===== src/rtl/apb_err_mon.sv =====
// apb_err_mon: registered APB error monitor.
// Decodes each APB transfer against NUM_REGIONS address windows. It flags
// out-of-range, misaligned and write-to-read-only accesses. It answers the
// access phase with pready/pslverr, and keeps a sticky status, a saturating
// error count and a one-cycle error interrupt.
// Optional first-error capture ports are built when APB_ERR_MON_CAPTURE_EN is defined.
module apb_err_mon #(
    parameter int unsigned                   ADDR_W        = 32,
    parameter int unsigned                   DATA_W        = 64,
    parameter int unsigned                   NUM_REGIONS   = 2,
    parameter logic [NUM_REGIONS*ADDR_W-1:0] REGION_BASE   = {32'h0010_0000, 32'h0000_0000},
    parameter logic [NUM_REGIONS*8-1:0]      REGION_LOG2SZ = {8'd12, 8'd16},
    parameter logic [NUM_REGIONS-1:0]        REGION_RO     = 2'b10,
    parameter int unsigned                   CNT_W         = 8
) (
    input  logic              clk,
    input  logic              rst,
    input  logic [ADDR_W-1:0] paddr,
    input  logic              psel,
    input  logic              penable,
    input  logic              pwrite,
    output logic              pready,
    output logic              pslverr,
    input  logic              clr,
    output logic [2:0]        err_status,
    output logic [CNT_W-1:0]  err_cnt,
    output logic              err_irq
`ifdef APB_ERR_MON_CAPTURE_EN
    ,
    output logic [ADDR_W-1:0] err_addr,
    output logic [2:0]        err_type,
    output logic              err_valid
`endif
);

    localparam int unsigned ALIGN_B = DATA_W / 8;

    // Error vector bit positions: {prot, misalign, oor}
    localparam int unsigned ErrOor  = 0;
    localparam int unsigned ErrMis  = 1;
    localparam int unsigned ErrProt = 2;

    // StSetup means "a setup phase was seen last cycle", so the current cycle
    // may be the access phase of that transfer.
    typedef enum logic [1:0] {
        StIdle   = 2'd0,
        StSetup  = 2'd1,
        StAccess = 2'd2
    } state_e;

    state_e             r_state;
    logic [2:0]         r_err_q;
    logic [2:0]         r_err_status;
    logic [CNT_W-1:0]   r_err_cnt;
    logic               r_err_irq;

    logic               w_setup;
    logic               w_access;
    logic               w_done;
    logic               w_err_done;
    logic               w_hit;
    logic               w_hit_ro;
    logic               w_misalign;
    logic [2:0]         w_err_vec;
    logic [ADDR_W:0]    w_addr_x;

    assign w_setup  = psel & ~penable;
    assign w_access = psel & penable;

    // Ready only for an access phase that follows a tracked setup phase; after a
    // reset mid-transfer the master has to restart with a fresh setup phase.
    assign w_done     = (r_state == StSetup) & w_access;
    assign w_err_done = w_done & (|r_err_q);

    assign pready  = w_done;
    assign pslverr = w_done & (|r_err_q);

    // Region decode; the extra MSB keeps windows at the top of the space from wrapping
    assign w_addr_x = {1'b0, paddr};

    // Region match; iterating downward lets the lowest matching index win
    always_comb begin
        logic [ADDR_W:0] w_base;
        logic [ADDR_W:0] w_limit;
        w_hit    = 1'b0;
        w_hit_ro = 1'b0;
        w_base   = '0;
        w_limit  = '0;
        for (int i = int'(NUM_REGIONS) - 1; i >= 0; i--) begin
            w_base  = {1'b0, REGION_BASE[i*ADDR_W +: ADDR_W]};
            w_limit = w_base + ((ADDR_W + 1)'(1) << REGION_LOG2SZ[i*8 +: 8]);
            if ((w_addr_x >= w_base) && (w_addr_x < w_limit)) begin
                w_hit    = 1'b1;
                w_hit_ro = REGION_RO[i];
            end
        end
    end

    assign w_misalign = (paddr & ADDR_W'(ALIGN_B - 1)) != '0;

    // Assemble the error vector; prot only applies when some region matched
    always_comb begin
        w_err_vec          = '0;
        w_err_vec[ErrOor]  = ~w_hit;
        w_err_vec[ErrMis]  = w_misalign;
        w_err_vec[ErrProt] = w_hit & w_hit_ro & pwrite;
    end

    // Transfer phase tracking and the per-transfer error register
    always_ff @(posedge clk) begin
        if (rst) begin
            r_state <= StIdle;
            r_err_q <= '0;
        end else begin
            if (w_setup) begin
                r_state <= StSetup;
                r_err_q <= w_err_vec;
            end else if (w_done) begin
                r_state <= StAccess;
            end else begin
                r_state <= StIdle;
            end
        end
    end

    // Sticky status and saturating counter; a same-cycle error beats clr
    always_ff @(posedge clk) begin
        if (rst) begin
            r_err_status <= '0;
            r_err_cnt    <= '0;
        end else if (w_err_done) begin
            if (clr) begin
                r_err_status <= r_err_q;
                r_err_cnt    <= CNT_W'(1);
            end else begin
                r_err_status <= r_err_status | r_err_q;
                if (r_err_cnt != {CNT_W{1'b1}}) begin
                    r_err_cnt <= r_err_cnt + CNT_W'(1);
                end
            end
        end else if (clr) begin
            r_err_status <= '0;
            r_err_cnt    <= '0;
        end
    end

    // One-cycle interrupt pulse after each errored completion
    always_ff @(posedge clk) begin
        if (rst) begin
            r_err_irq <= 1'b0;
        end else begin
            r_err_irq <= w_err_done;
        end
    end

    assign err_status = r_err_status;
    assign err_cnt    = r_err_cnt;
    assign err_irq    = r_err_irq;

`ifdef APB_ERR_MON_CAPTURE_EN
    logic [ADDR_W-1:0] r_err_addr;
    logic [2:0]        r_err_type;
    logic              r_err_valid;

    // First-error capture; clr re-arms it, and an error in the clr cycle is kept
    always_ff @(posedge clk) begin
        if (rst) begin
            r_err_addr  <= '0;
            r_err_type  <= '0;
            r_err_valid <= 1'b0;
        end else if (w_err_done && (clr || !r_err_valid)) begin
            r_err_addr  <= paddr;
            r_err_type  <= r_err_q;
            r_err_valid <= 1'b1;
        end else if (clr) begin
            r_err_addr  <= '0;
            r_err_type  <= '0;
            r_err_valid <= 1'b0;
        end
    end

    assign err_addr  = r_err_addr;
    assign err_type  = r_err_type;
    assign err_valid = r_err_valid;
`endif

endmodule


===== config.mk =====
export PLATFORM = sky130hd
export DESIGN_NAME = apb_err_mon
export DESIGN_NICKNAME = d
export VERILOG_FILES = /design/src/rtl/apb_err_mon.sv
export SDC_FILE = /design/constraint.sdc
export NUM_CORES = 1
export LEC_CHECK = 0
export CAP_MARGIN = 20
export CORE_UTILIZATION = 38
export CTS_CLUSTER_DIAMETER = 30
export DETAILED_ROUTE_END_ITERATION = 8
export PLACE_DENSITY = 0.84
export SYNTH_ARGS = -nofsm -noshare
export SYNTH_HDL_FRONTEND = slang
export SYNTH_SLANG_ARGS = --single-unit

===== constraint.sdc =====
create_clock -name clk -period 2.3 [get_ports clk]
set_clock_uncertainty 0.1 [all_clocks]
set_input_delay 0.46 -clock clk [delete_from_list [all_inputs] [get_ports clk]]
set_output_delay 0.46 -clock clk [all_outputs]
set_load 0.01 [all_outputs]

==> key figures <==
Outcome
  – Status: finished clean

Finish
  – Filler instances: 183
  – Register area: 340.3 µm²
  – Nets@finish: 175
  – Finished Layout Cells: between 150 and 200
  – Synth-to-Final Area Change: 60.78%
  – Layout cell share with drive strength beyond 1: 11.85%
  – Multi-input logic area: ~420 µm²
  – Post-Route Utilization: 65.63%
  – Diode count: 0

Clock tree
  – Setup bufs post-CTS: 0
  – Num CTS Buffers: 3
  – Post-CTS Hold Fix Bufs: 0
  – Clk pin slew, worst setup/hold paths: 0.09 ns
  – Post_cts resized: 2
  – # H-tree levels: 1
  – TritonCTS Sinks: 17
  – Clock tree from TritonCTS: done
  – Clk_lat worst skew: 0.29 ns
  – Clock Path Buffers: 2
  – Root Driver: clkbuf_4

Logic synthesis
  – Sequential share of the synthesized area: 42.50%
  – Share of the synthesized area in the top cell type: 42.50%
  – Most common cell in the netlist: dfxtp_1
  – Syn Nets: 127
  – Yosys warns: 0
  – Main synth FF type: dfxtp_1
  – Yosys cell types: 31
  – Post-synth ARST share: 0%
  – Synthesized cell area: around 800 µm²
  – Number of synthesized flops with an enable pin: 0
  – Syn Area/Cell: a little over 9 µm²
  – Synth area leaders: dfxtp_1 (43%), a21oi_1 (6.9%), nor4_1 (3.9%)
  – Synth area leader: dfxtp_1
  – Gate Count Post-Synth: 88
  – Yosys reg bits: 17
  – Top post-synthesis cells by count: dfxtp_1 (17), a21oi_1 (11), nor2_1 (6)

Die
  – # IOs: 52
  – Die W: 47.91 µm
  – Full die area: 0.002295 mm²
  – Core area: around 0.0020 mm²
  – Row count: 16
  – Die Y: 47.91 µm
  – Initial Util: 40.82%

Global routing
  – First-pass GRT wire length: approximately 3200 µm
  – Largest net degree at the start of global routing: 16
  – GRT Residual Overflow: 0
  – Initial antenna violation count: 0
  – Vias in the first global route: 792
  – Total GRT Usage: 20.51%

Timing
  – Setup TNS: 0 ns
  – Post-route clock period utilization: roughly 95%
  – Max frequency: 459.6 MHz
  – Final hold vios: 0
  – Final worst slack: 0.1240 ns
  – Rel. slew slack: 74.64%
  – Final Slew Violations: 0
  – RSZ-0062 raised after global routing: no
  – Min Clock Period, post-route: 2.176 ns
  – Tightest Pin Transition: 0.3769 ns
  – Final setup fails: 0

Power and ir drop
  – Maximum vdd drop: 0.0003474 V
  – Power Density: 419.5 mW/mm²
  – P_leak: 0.4888 nW

Route
  – Avg Vias per Cell: approximately 5.2
  – Total wire length: roughly 2000 µm
  – WL/cell: around 12 µm
  – Routed Antenna Nets: 0
  – Drt pass-1 iters: 4
  – # DRC: 0
  – DR vias: about 850
  – Starting DRC count in detailed routing: 4

Critical path
  – Crit path arrival time: roughly 1.6 ns
  – Sequence of cells on the critical path: clkdlybuf4s50_1, and4b_1, and2_2, dlygate4sd2_1
  – Critical Path RT: between 1.5 and 2 ns
  – CP endpoint kind: output port
  – Max FO, Critical Path: 3
  – Slowest CP cell: clkdlybuf4s50_1
  – Critical Path Max Stage Delay: 0.47 ns
  – Critical path launch point type: input port
  – R2r setup slk: 0.58 ns
  – Critical setup path kind: input port to output port

Placed design
  – Routability cong.: 0.7967
  – Dpl cells: 158
  – I/O Buffers: 42
  – HPWL after DPL: 1637 µm
  – Worst slack, placed: -0.1619 ns

Worst hold path
  – HP Class: flip-flop to flip-flop

Run
  – Max_cap viols: 0
-- cells by family (layout without fill, tap and decap cells) --
group / Yosys count / after routing / synth area share (%)
flops: 17 / 17 / 42.50
buf+inv: 6 / 53 / 4.688
compound gates: 22 / 22 / 17.97
simple gates: 41 / 41 / 32.03
fa+ha+maj: 1 / 1 / 1.562
mux: 1 / 1 / 1.250
-- state kept, by name, indices dropped and copies added (netlist names) --
name / cells
err_cnt: 8
err_irq: 1
err_status: 3
r_err_q: 3
r_state: 2
-- where the power goes --
part | leakage [nW] | internal [W] | total (W) | switching (W)
Sequential | 0.138 | 0.000298 | 0.000300 | 0.00000244
Combinational | 0.334 | 0.0000551 | 0.0000783 | 0.0000232
Clock | 0.0177 | 0.0000646 | 0.000161 | 0.0000968
Total | 0.489 | 0.000418 | 0.000540 | 0.000123
-- area by class of cell --
cell class	count	share of cell area [%]
sequential	17	26.43
multi-input combinational	65	32.85
inverter	2	0.5831
clock buffer	3	1.749
tap	27	2.624
clock inverter	1	0.3887
timing repair buffer	47	35.37
-- path summary, 6_finish.rpt --
kind,end,depth (start not counted),start
worst max-delay path,pslverr,4,psel
worst min-delay path,err_cnt[7]$_SDFFE_PP0P_,2,err_cnt[7]$_SDFFE_PP0P_
worst max register to register,err_cnt[5]$_SDFFE_PP0P_,5,err_cnt[0]$_SDFFE_PP0P_
worst min register to register,err_cnt[7]$_SDFFE_PP0P_,2,err_cnt[7]$_SDFFE_PP0P_
-- critical path: cells and delay by family --
family | cells | cell delay, ns
buffers and inverters | 2 | 0.75
AND/OR/NAND/NOR | 2 | 0.40
-- routing by layer --
layer	track usage, %	vias to the layer above	share of wire (%)
li1	-	423	-
met1	20.59	378	40
met3	6.415	4	8.0
met5	0	-	0
met2	38.65	40	51
met4	8.333	0	1.6
-- layout by cell type (no fill, tap or decap), drive strengths merged --
cell type / Yosys / layout
clkbuf: 2 / 3
nor2b: 3 / 3
nand2: 2 / 2
or2: 1 / 1
ha: 1 / 1
and4b: 2 / 2
buf: 2 / 5
nand4: 2 / 2
nand3: 5 / 5
dfxtp: 17 / 17
nand2b: 1 / 1
and2b: 1 / 1
a32o: 1 / 1
o31ai: 3 / 3
mux2i: 1 / 1
inv: 2 / 2
and2: 1 / 1
a21oi: 11 / 11
a311o: 1 / 1
nor2: 6 / 6
or4: 3 / 3
o211ai: 1 / 1
or3: 4 / 4
clkinv: 0 / 1
nor3: 2 / 2
o21ai: 5 / 5
dlygate4sd2: 0 / 2
and3: 2 / 2
clkdlybuf4s50: 0 / 40
or2b: 1 / 1
nor4: 5 / 5
-- through the flow --
| step | power [W] | hold WS, ns | cell area [µm²] |
|---|---|---|---|
| 2_1_floorplan | 0.0003266 | 0.3727 | 800.8 |
| 3_3_place_gp | 0.0003840 | 0.3784 | 1262 |
| 3_5_place_dp | 0.0003861 | 0.3942 | 1262 |
| 4_1_cts | 0.0005417 | 0.4079 | 1287 |
| 5_1_grt | 0.0005612 | 0.4344 | 1287 |
| 6_report | 0.0005402 | 0.4060 | 1287 |
(Power assumes the default switching activity.)
